### src/rtl/spi_ram_pkg.sv
// Shared types for the SPI/host RAM arbiter: SPI opcodes, requester identity
// and the read-return tag carried alongside each RAM read.
package spi_ram_pkg;

  localparam int RAM_DATA_W = 8;

  typedef enum logic [1:0] {
    CMD_WR_ADDR = 2'b00,
    CMD_WR_DATA = 2'b01,
    CMD_RD_ADDR = 2'b10,
    CMD_RD_DATA = 2'b11
  } spi_cmd_e;

  typedef enum logic {
    REQ_SPI  = 1'b0,
    REQ_HOST = 1'b1
  } req_e;

  typedef struct packed {
    logic valid;
    req_e req;
  } rd_tag_t;

endpackage

### src/rtl/spi_cmd_decoder.sv
// SPI command decoder: keeps the write/read address registers and a one-deep
// buffer holding the next SPI RAM access, flagging commands that find it full.
module spi_cmd_decoder
  import spi_ram_pkg::*;
#(
  parameter int ADDR_W = 8
) (
  input  logic                  clk,
  input  logic                  rst_n,
  input  logic                  rx_valid,
  input  logic [9:0]            rx_data,
  input  logic                  spi_gnt,
  output logic                  pend,
  output logic                  pend_we,
  output logic [ADDR_W-1:0]     pend_addr,
  output logic [RAM_DATA_W-1:0] pend_wdata,
  output logic                  spi_ovr
);

  logic [ADDR_W-1:0] wr_addr;
  logic [ADDR_W-1:0] rd_addr;
  spi_cmd_e          cmd;
  logic              post;
  logic              can_post;

  assign cmd      = spi_cmd_e'(rx_data[9:8]);
  assign post     = rx_valid && ((cmd == CMD_WR_DATA) || (cmd == CMD_RD_DATA));
  // A grant in this cycle frees the slot, so a same-cycle command takes it.
  assign can_post = !pend || spi_gnt;

  always_ff @(posedge clk or negedge rst_n) begin
    if (!rst_n) begin
      wr_addr    <= '0;
      rd_addr    <= '0;
      pend       <= 1'b0;
      pend_we    <= 1'b0;
      pend_addr  <= '0;
      pend_wdata <= '0;
      spi_ovr    <= 1'b0;
    end else begin
      spi_ovr <= 1'b0;
      if (rx_valid && (cmd == CMD_WR_ADDR)) wr_addr <= rx_data[ADDR_W-1:0];
      if (rx_valid && (cmd == CMD_RD_ADDR)) rd_addr <= rx_data[ADDR_W-1:0];
      if (post && can_post) begin
        pend       <= 1'b1;
        pend_we    <= (cmd == CMD_WR_DATA);
        pend_addr  <= (cmd == CMD_WR_DATA) ? wr_addr : rd_addr;
        pend_wdata <= rx_data[7:0];
      end else begin
        if (spi_gnt) pend <= 1'b0;
        if (post) spi_ovr <= 1'b1;
      end
    end
  end

endmodule

### src/rtl/spi_ram_arbiter.sv
// Round-robin arbiter sharing one synchronous RAM between the SPI command
// stream and a parallel host port. Optional macro: SPI_RAM_ARB_STATS_EN.
module spi_ram_arbiter
  import spi_ram_pkg::*;
#(
  parameter int ADDR_W = 8,
  parameter int CNT_W  = 16
) (
  input  logic                  clk,
  input  logic                  rst_n,
  input  logic                  rx_valid,
  input  logic [9:0]            rx_data,
  output logic                  tx_valid,
  output logic [RAM_DATA_W-1:0] tx_data,
  output logic                  spi_ovr,
  input  logic                  host_req,
  input  logic                  host_we,
  input  logic [ADDR_W-1:0]     host_addr,
  input  logic [RAM_DATA_W-1:0] host_wdata,
  output logic                  host_gnt,
  output logic                  host_rvalid,
  output logic [RAM_DATA_W-1:0] host_rdata,
  output logic                  ram_en,
  output logic                  ram_we,
  output logic [ADDR_W-1:0]     ram_addr,
  output logic [RAM_DATA_W-1:0] ram_wdata,
  input  logic [RAM_DATA_W-1:0] ram_rdata
`ifdef SPI_RAM_ARB_STATS_EN
  ,
  output logic [CNT_W-1:0]      conflict_cnt
`endif
);

  logic                  pend;
  logic                  pend_we;
  logic [ADDR_W-1:0]     pend_addr;
  logic [RAM_DATA_W-1:0] pend_wdata;
  logic                  spi_win;
  logic                  host_win;
  req_e                  last_grant;
  rd_tag_t               tag_issue;
  rd_tag_t               tag_data;

  spi_cmd_decoder #(
    .ADDR_W(ADDR_W)
  ) u_decoder (
    .clk       (clk),
    .rst_n     (rst_n),
    .rx_valid  (rx_valid),
    .rx_data   (rx_data),
    .spi_gnt   (spi_win),
    .pend      (pend),
    .pend_we   (pend_we),
    .pend_addr (pend_addr),
    .pend_wdata(pend_wdata),
    .spi_ovr   (spi_ovr)
  );

  // On a conflict the requester that did not win last time goes first.
  always_comb begin
    host_win = 1'b0;
    spi_win  = 1'b0;
    if (host_req && (!pend || (last_grant == REQ_SPI))) host_win = 1'b1;
    else if (pend) spi_win = 1'b1;
  end

  assign host_gnt = host_win;

  always_ff @(posedge clk or negedge rst_n) begin
    if (!rst_n) begin
      ram_en     <= 1'b0;
      ram_we     <= 1'b0;
      ram_addr   <= '0;
      ram_wdata  <= '0;
      last_grant <= REQ_HOST;
    end else begin
      ram_en <= spi_win || host_win;
      ram_we <= 1'b0;
      if (host_win) begin
        ram_we     <= host_we;
        ram_addr   <= host_addr;
        ram_wdata  <= host_wdata;
        last_grant <= REQ_HOST;
      end else if (spi_win) begin
        ram_we     <= pend_we;
        ram_addr   <= pend_addr;
        ram_wdata  <= pend_wdata;
        last_grant <= REQ_SPI;
      end
    end
  end

  // Two-stage tag pipe: tag_data lines up with the cycle ram_rdata is valid.
  always_ff @(posedge clk or negedge rst_n) begin
    if (!rst_n) begin
      tag_issue   <= '0;
      tag_data    <= '0;
      tx_valid    <= 1'b0;
      tx_data     <= '0;
      host_rvalid <= 1'b0;
      host_rdata  <= '0;
    end else begin
      tag_issue.valid <= (host_win && !host_we) || (spi_win && !pend_we);
      tag_issue.req   <= host_win ? REQ_HOST : REQ_SPI;
      tag_data        <= tag_issue;
      tx_valid        <= tag_data.valid && (tag_data.req == REQ_SPI);
      host_rvalid     <= tag_data.valid && (tag_data.req == REQ_HOST);
      if (tag_data.valid && (tag_data.req == REQ_SPI))  tx_data    <= ram_rdata;
      if (tag_data.valid && (tag_data.req == REQ_HOST)) host_rdata <= ram_rdata;
    end
  end

`ifdef SPI_RAM_ARB_STATS_EN
  always_ff @(posedge clk or negedge rst_n) begin
    if (!rst_n) begin
      conflict_cnt <= '0;
    end else if (pend && host_req && (conflict_cnt != {CNT_W{1'b1}})) begin
      conflict_cnt <= conflict_cnt + 1'b1;
    end
  end
`endif

endmodule

### config.mk
export PLATFORM = sky130hd
export DESIGN_NAME = spi_ram_arbiter
export DESIGN_NICKNAME = d
export VERILOG_FILES = /design/src/rtl/spi_ram_pkg.sv /design/src/rtl/spi_cmd_decoder.sv /design/src/rtl/spi_ram_arbiter.sv
export SDC_FILE = /design/constraint.sdc
export NUM_CORES = 1
export LEC_CHECK = 0
export BUFFER_PORTS_ARGS = -buffer_cell sky130_fd_sc_hd__buf_4
export CAP_MARGIN = 15
export CORE_ASPECT_RATIO = 0.7
export CORE_UTILIZATION = 41
export CTS_BUF_LIST = sky130_fd_sc_hd__clkbuf_4 sky130_fd_sc_hd__clkbuf_8 sky130_fd_sc_hd__clkbuf_16
export CTS_CLUSTER_DIAMETER = 120
export DETAILED_ROUTE_END_ITERATION = 16
export GPL_TIMING_DRIVEN = 0
export MAX_ROUTING_LAYER = met4
export SYNTH_ARGS = -nofsm -noshare
export SYNTH_HDL_FRONTEND = slang
export SYNTH_SLANG_ARGS = --single-unit
### constraint.sdc
create_clock -name clk -period 4.1 [get_ports clk]
set_input_delay 0.82 -clock clk [delete_from_list [all_inputs] [get_ports clk]]
set_output_delay 0.82 -clock clk [all_outputs]
set_load 0.1 [all_outputs]
After elaboration in Yosys (flattened, before gate mapping)
Index checks and enable logic that the tools add are counted.

Memories kept: 0. Output and inout bits: 38. Bits in registers: 76. Memory bits (writable): 0. Bits in latches: 0. Logic and storage cells: 61. Input bits: 39. Memory bits (read-only): 0.

Shift operators: 0. Equal/unequal tests: 3. Add/sub/neg operators: 0. Div/mod/pow operators: 0. $mul: 0. Bitwise gates (word level): 2. Reduce and logical (&&, ||, !) cells: 20. $lt $le $gt $ge: 0. Mux-type cells: 16.

Operator list (number): $mux W8 (5); $mux W1 (11); $logic_and A1 B1 Y1 (9); $logic_or A1 B1 Y1 (5); $eq A2 B2 Y1 const B (2); $reduce_bool A2 Y1 (2); $logic_not A1 Y1 (3); $eq A2 B1 Y1 const B (1); $logic_not A2 Y1 (1); $not A1 Y1 (2).

Longest topological paths before layout
Depth in word-level cells: 7. Gate-level depth with buffers: 5. Depth with buffers taken out: 3.

Cells and area by module
Synthesis repeated with hierarchy kept, for this count alone.

Cell total of the unflattened synthesis: 234. Area, all modules: 3359.5 um2.

By module, submodules not included: spi_ram_arbiter (times used 1, area each 1875.5 um2, cells an instance 147, sequential area each 1027.2 um2); spi_cmd_decoder (times used 1, area each 1483.9 um2, cells an instance 87, sequential area each 875.8 um2).

Worst setup path after synthesis
OpenSTA, ideal clock, no wires.

Kind: input-to-output. Start: in host_req. End: out host_gnt. Stages: 2. Path slack: 1710 ps. Buffers on the path: 1. Data required time: 3280 ps. Arrival time: 1570 ps. Cell sequence: a21boi_4 buf_2.

Word-level cells in the longest chain between the ends: 2.

RTL lines: start, declared (line spi_ram_arbiter.sv:16) `input logic host_req,`; $logic_and A1 B1 Y1 (line spi_ram_arbiter.sv:63) `if (host_req && (!pend || (last_grant == REQ_SPI))) host_win = 1'b1;`; $mux W1 (line spi_ram_arbiter.sv:63); end, declared (line spi_ram_arbiter.sv:20) `output logic host_gnt,`.

No other way between the ends.

Worst setup path in the final report
Same ends and word-level chain as after synthesis.

==> results.json <==
{
  "outcome": "finished, final reports clean",
  "io_buffers": 76,
  "worstHoldStart": "tag_issue[1]",
  "vias": 1857,
  "final-setup-viol-count": 0,
  "first_iter_violations": 47,
  "rows": 25,
  "setup.worst_path.start": "host_req",
  "whs_endpoint": "tag_data[1]",
  "rsz0062_at_grt": "false",
  "fin_area_mm2": 0.00387,
  "path_class": "primary input to output pin",
  "grt_pass1_wl_um": 10300,
  "dp_hpwl_um": 4310,
  "clock_skew_ns": 0.00839,
  "cts_buffers": 9,
  "endpoint_kind": "output pin",
  "gp_congestion": 0.681,
  "post_cts_buffers": 0,
  "met1_usage": 0.259,
  "ctsResizeCount": 0,
  "p_sw_w": 0.00123,
  "drive_gt1_frac": 0.557,
  "period_needed_ns": 2.62,
  "cts_tree": "built",
  "drc": 0,
  "drv_cap": 0,
  "whs_path_depth": 0,
  "timing.rr.start": "u_decoder.pend",
  "cts-root-buf": "clkbuf_8",
  "comb_power_share": 0.440,
  "num_io_pins": 77,
  "path_common_cell": "buf_4",
  "min_period_over_period": 0.638,
  "avgSynthCellArea_um2": 15.3,
  "grt_pass1_vias": 1960,
  "busiest_layer": "met1",
  "relSlewSlack": 0.374,
  "hold_buffers": 0,
  "cts.path.max_buffers": 2,
  "drtAntennaViolNets": 0,
  "slowest_stage": "buf_4",
  "met3_usage": 0.0497,
  "p_int_w": 0.00148,
  "irDropWorstVdd_v": 0.000312,
  "ys_seq_area_frac": 0.633,
  "synth_cells": 196,
  "startpoint_type": "primary input",
  "tns_ns": 0,
  "switching_share": 0.453,
  "met2_usage": 0.259,
  "grt_max_degree": 77,
  "fin_nets": 322,
  "synth_seq_cells": 76,
  "area_delta_synth_final_pct": 28.8,
  "clkPwrFrac": 0.187,
  "diodes": 0,
  "antenna_found_initial": 0,
  "r2r-end": "ram_addr[5]",
  "synthesis.area_mm2": 0.00300,
  "rrSetupSlack_ns": 2.40,
  "ys_warn_count": 0,
  "clock_latency_ns": 0.33,
  "wire_per_inst_um": 16.2,
  "ff2ff_path_depth": 5,
  "die_y_um": 73.6,
  "tightest_slew_ns": 0.938,
  "hold_viol": 0,
  "layout_common_cells": "76 x buf_4, 75 x dfrtp_1, 56 x mux2_2",
  "die_area_mm2": 0.00768,
  "seq_power_share": 0.373,
  "coreArea_mm2": 0.00691,
  "slew_violations": 0,
  "via_per_inst": 4.87,
  "hold-worst-slack_ns": 0.352,
  "path_cells": "buf_4 -> a21boi_4 -> buf_2 -> buf_4",
  "htree_levels": 3,
  "arrival_ns": 1.80,
  "leakage_nw": 1.88,
  "cellPowerDensity_mw_per_mm2": 701,
  "track_usage": 0.183,
  "synth.distinct_cells": 18,
  "drt_pass1_iterations": 4,
  "fmax_mhz": 382,
  "clock-sinks": 76,
  "overflow": 0,
  "placed_area_mm2": 0.00369,
  "required_ns": 3.28,
  "die_width_um": 104,
  "start_util": 0.435,
  "hold_class": "register to register",
  "path_max_fanout": 11,
  "path_clk_slew_ns": 0.08,
  "routed_wl_um": 6160,
  "syn_nets": 235,
  "layout_commonest_cell": "buf_4",
  "critPathMaxStageDelay_ns": 0.34
}
power by group through the flow:
stage	Sequential [W]	Combinational [W]	Clock (W)
finish	0.00101	0.00119	0.000507
global route	0.00104	0.00123	0.000557
CTS	0.00101	0.00120	0.000526
detailed placement	0.00103	0.00120	0
global placement	0.00102	0.00119	0
floorplan	0.00171	0.000234	0
routing by layer:
layer / vias up / routed length, um
li1: 873 / -
met2: 38 / 2920
met3: 4 / 221
met4: 0 / 33
met1: 942 / 2990
met5: - / 0
area by class of cell:
type	count	area, um^2
Clock inverter	4	25.0
Clock buffer	11	151
Timing Repair Buffer	76	571
Inverter	4	15.0
Tap cell	94	118
Fill cell	596	3040
Buffer	8	52.6
Sequential cell	76	1900
Multi-Input combinational cell	108	1030
logic make-up (layout without fill, tap and decap cells):
family,Yosys count,in the layout,share of synthesized area
multiplexers,59,59,0.220
flip-flops,76,76,0.633
AO/OA/AOI/OAI,35,35,0.100
AND/OR/NAND/NOR,14,14,0.0242
buffers and inverters,12,103,0.0225
registers in the layout, summed over array words and instances, names as in the netlist, 2 cells and up:
signal	count
tx_data	8
u_decoder.pend_addr	8
ram_addr	8
ram_wdata	8
host_rdata	8
tag_issue	2
u_decoder.rd_addr	8
u_decoder.pend_wdata	8
u_decoder.wr_addr	8
tag_data	2
how the worst max path moves through the flow:
| stage | to | cells past startpoint |
|---|---|---|
| finish | host_gnt | 4 |
| global route | host_gnt | 4 |
| CTS | host_gnt | 4 |
| detailed placement | host_gnt | 4 |
| global placement | host_gnt | 4 |
| floorplan | host_gnt | 2 |
critical path, delay by kind of cell:
family                 cells  cell delay (ns)
AOI/OAI and AO/OA          1             0.24
buffers and inverters      3             0.72
through the flow:
step | worst slack (ns) | total power [W] | utilization | instances
after floorplan | 1.71 | 0.00194 | - | 196
after global placement | 1.46 | 0.00221 | 0.534 | 366
after detailed placement | 1.47 | 0.00222 | 0.534 | 366
after CTS | 1.47 | 0.00274 | 0.560 | 381
after global routing | 1.42 | 0.00283 | 0.560 | 381
final | 1.48 | 0.00271 | 0.560 | 381
Yosys cell counts:
cell type | count | area [um^2]
nor3b_2 | 1 | 12.5
a22o_1 | 16 | 140
mux2i_1 | 3 | 30.0
nand2_1 | 7 | 26.3
dfrtp_1 | 75 | 1880
a21oi_4 | 1 | 16.3
o21ai_0 | 1 | 5.00
nor2_1 | 2 | 7.51
a21o_1 | 16 | 120
nor2b_1 | 2 | 12.5
buf_6 | 2 | 22.5
inv_1 | 4 | 15.0
nand3b_1 | 1 | 7.51
nor2_2 | 1 | 6.26
buf_2 | 6 | 30.0
dfstp_2 | 1 | 26.3
a21boi_4 | 1 | 18.8
mux2_2 | 56 | 631
Power figures use the tool's default switching activity.
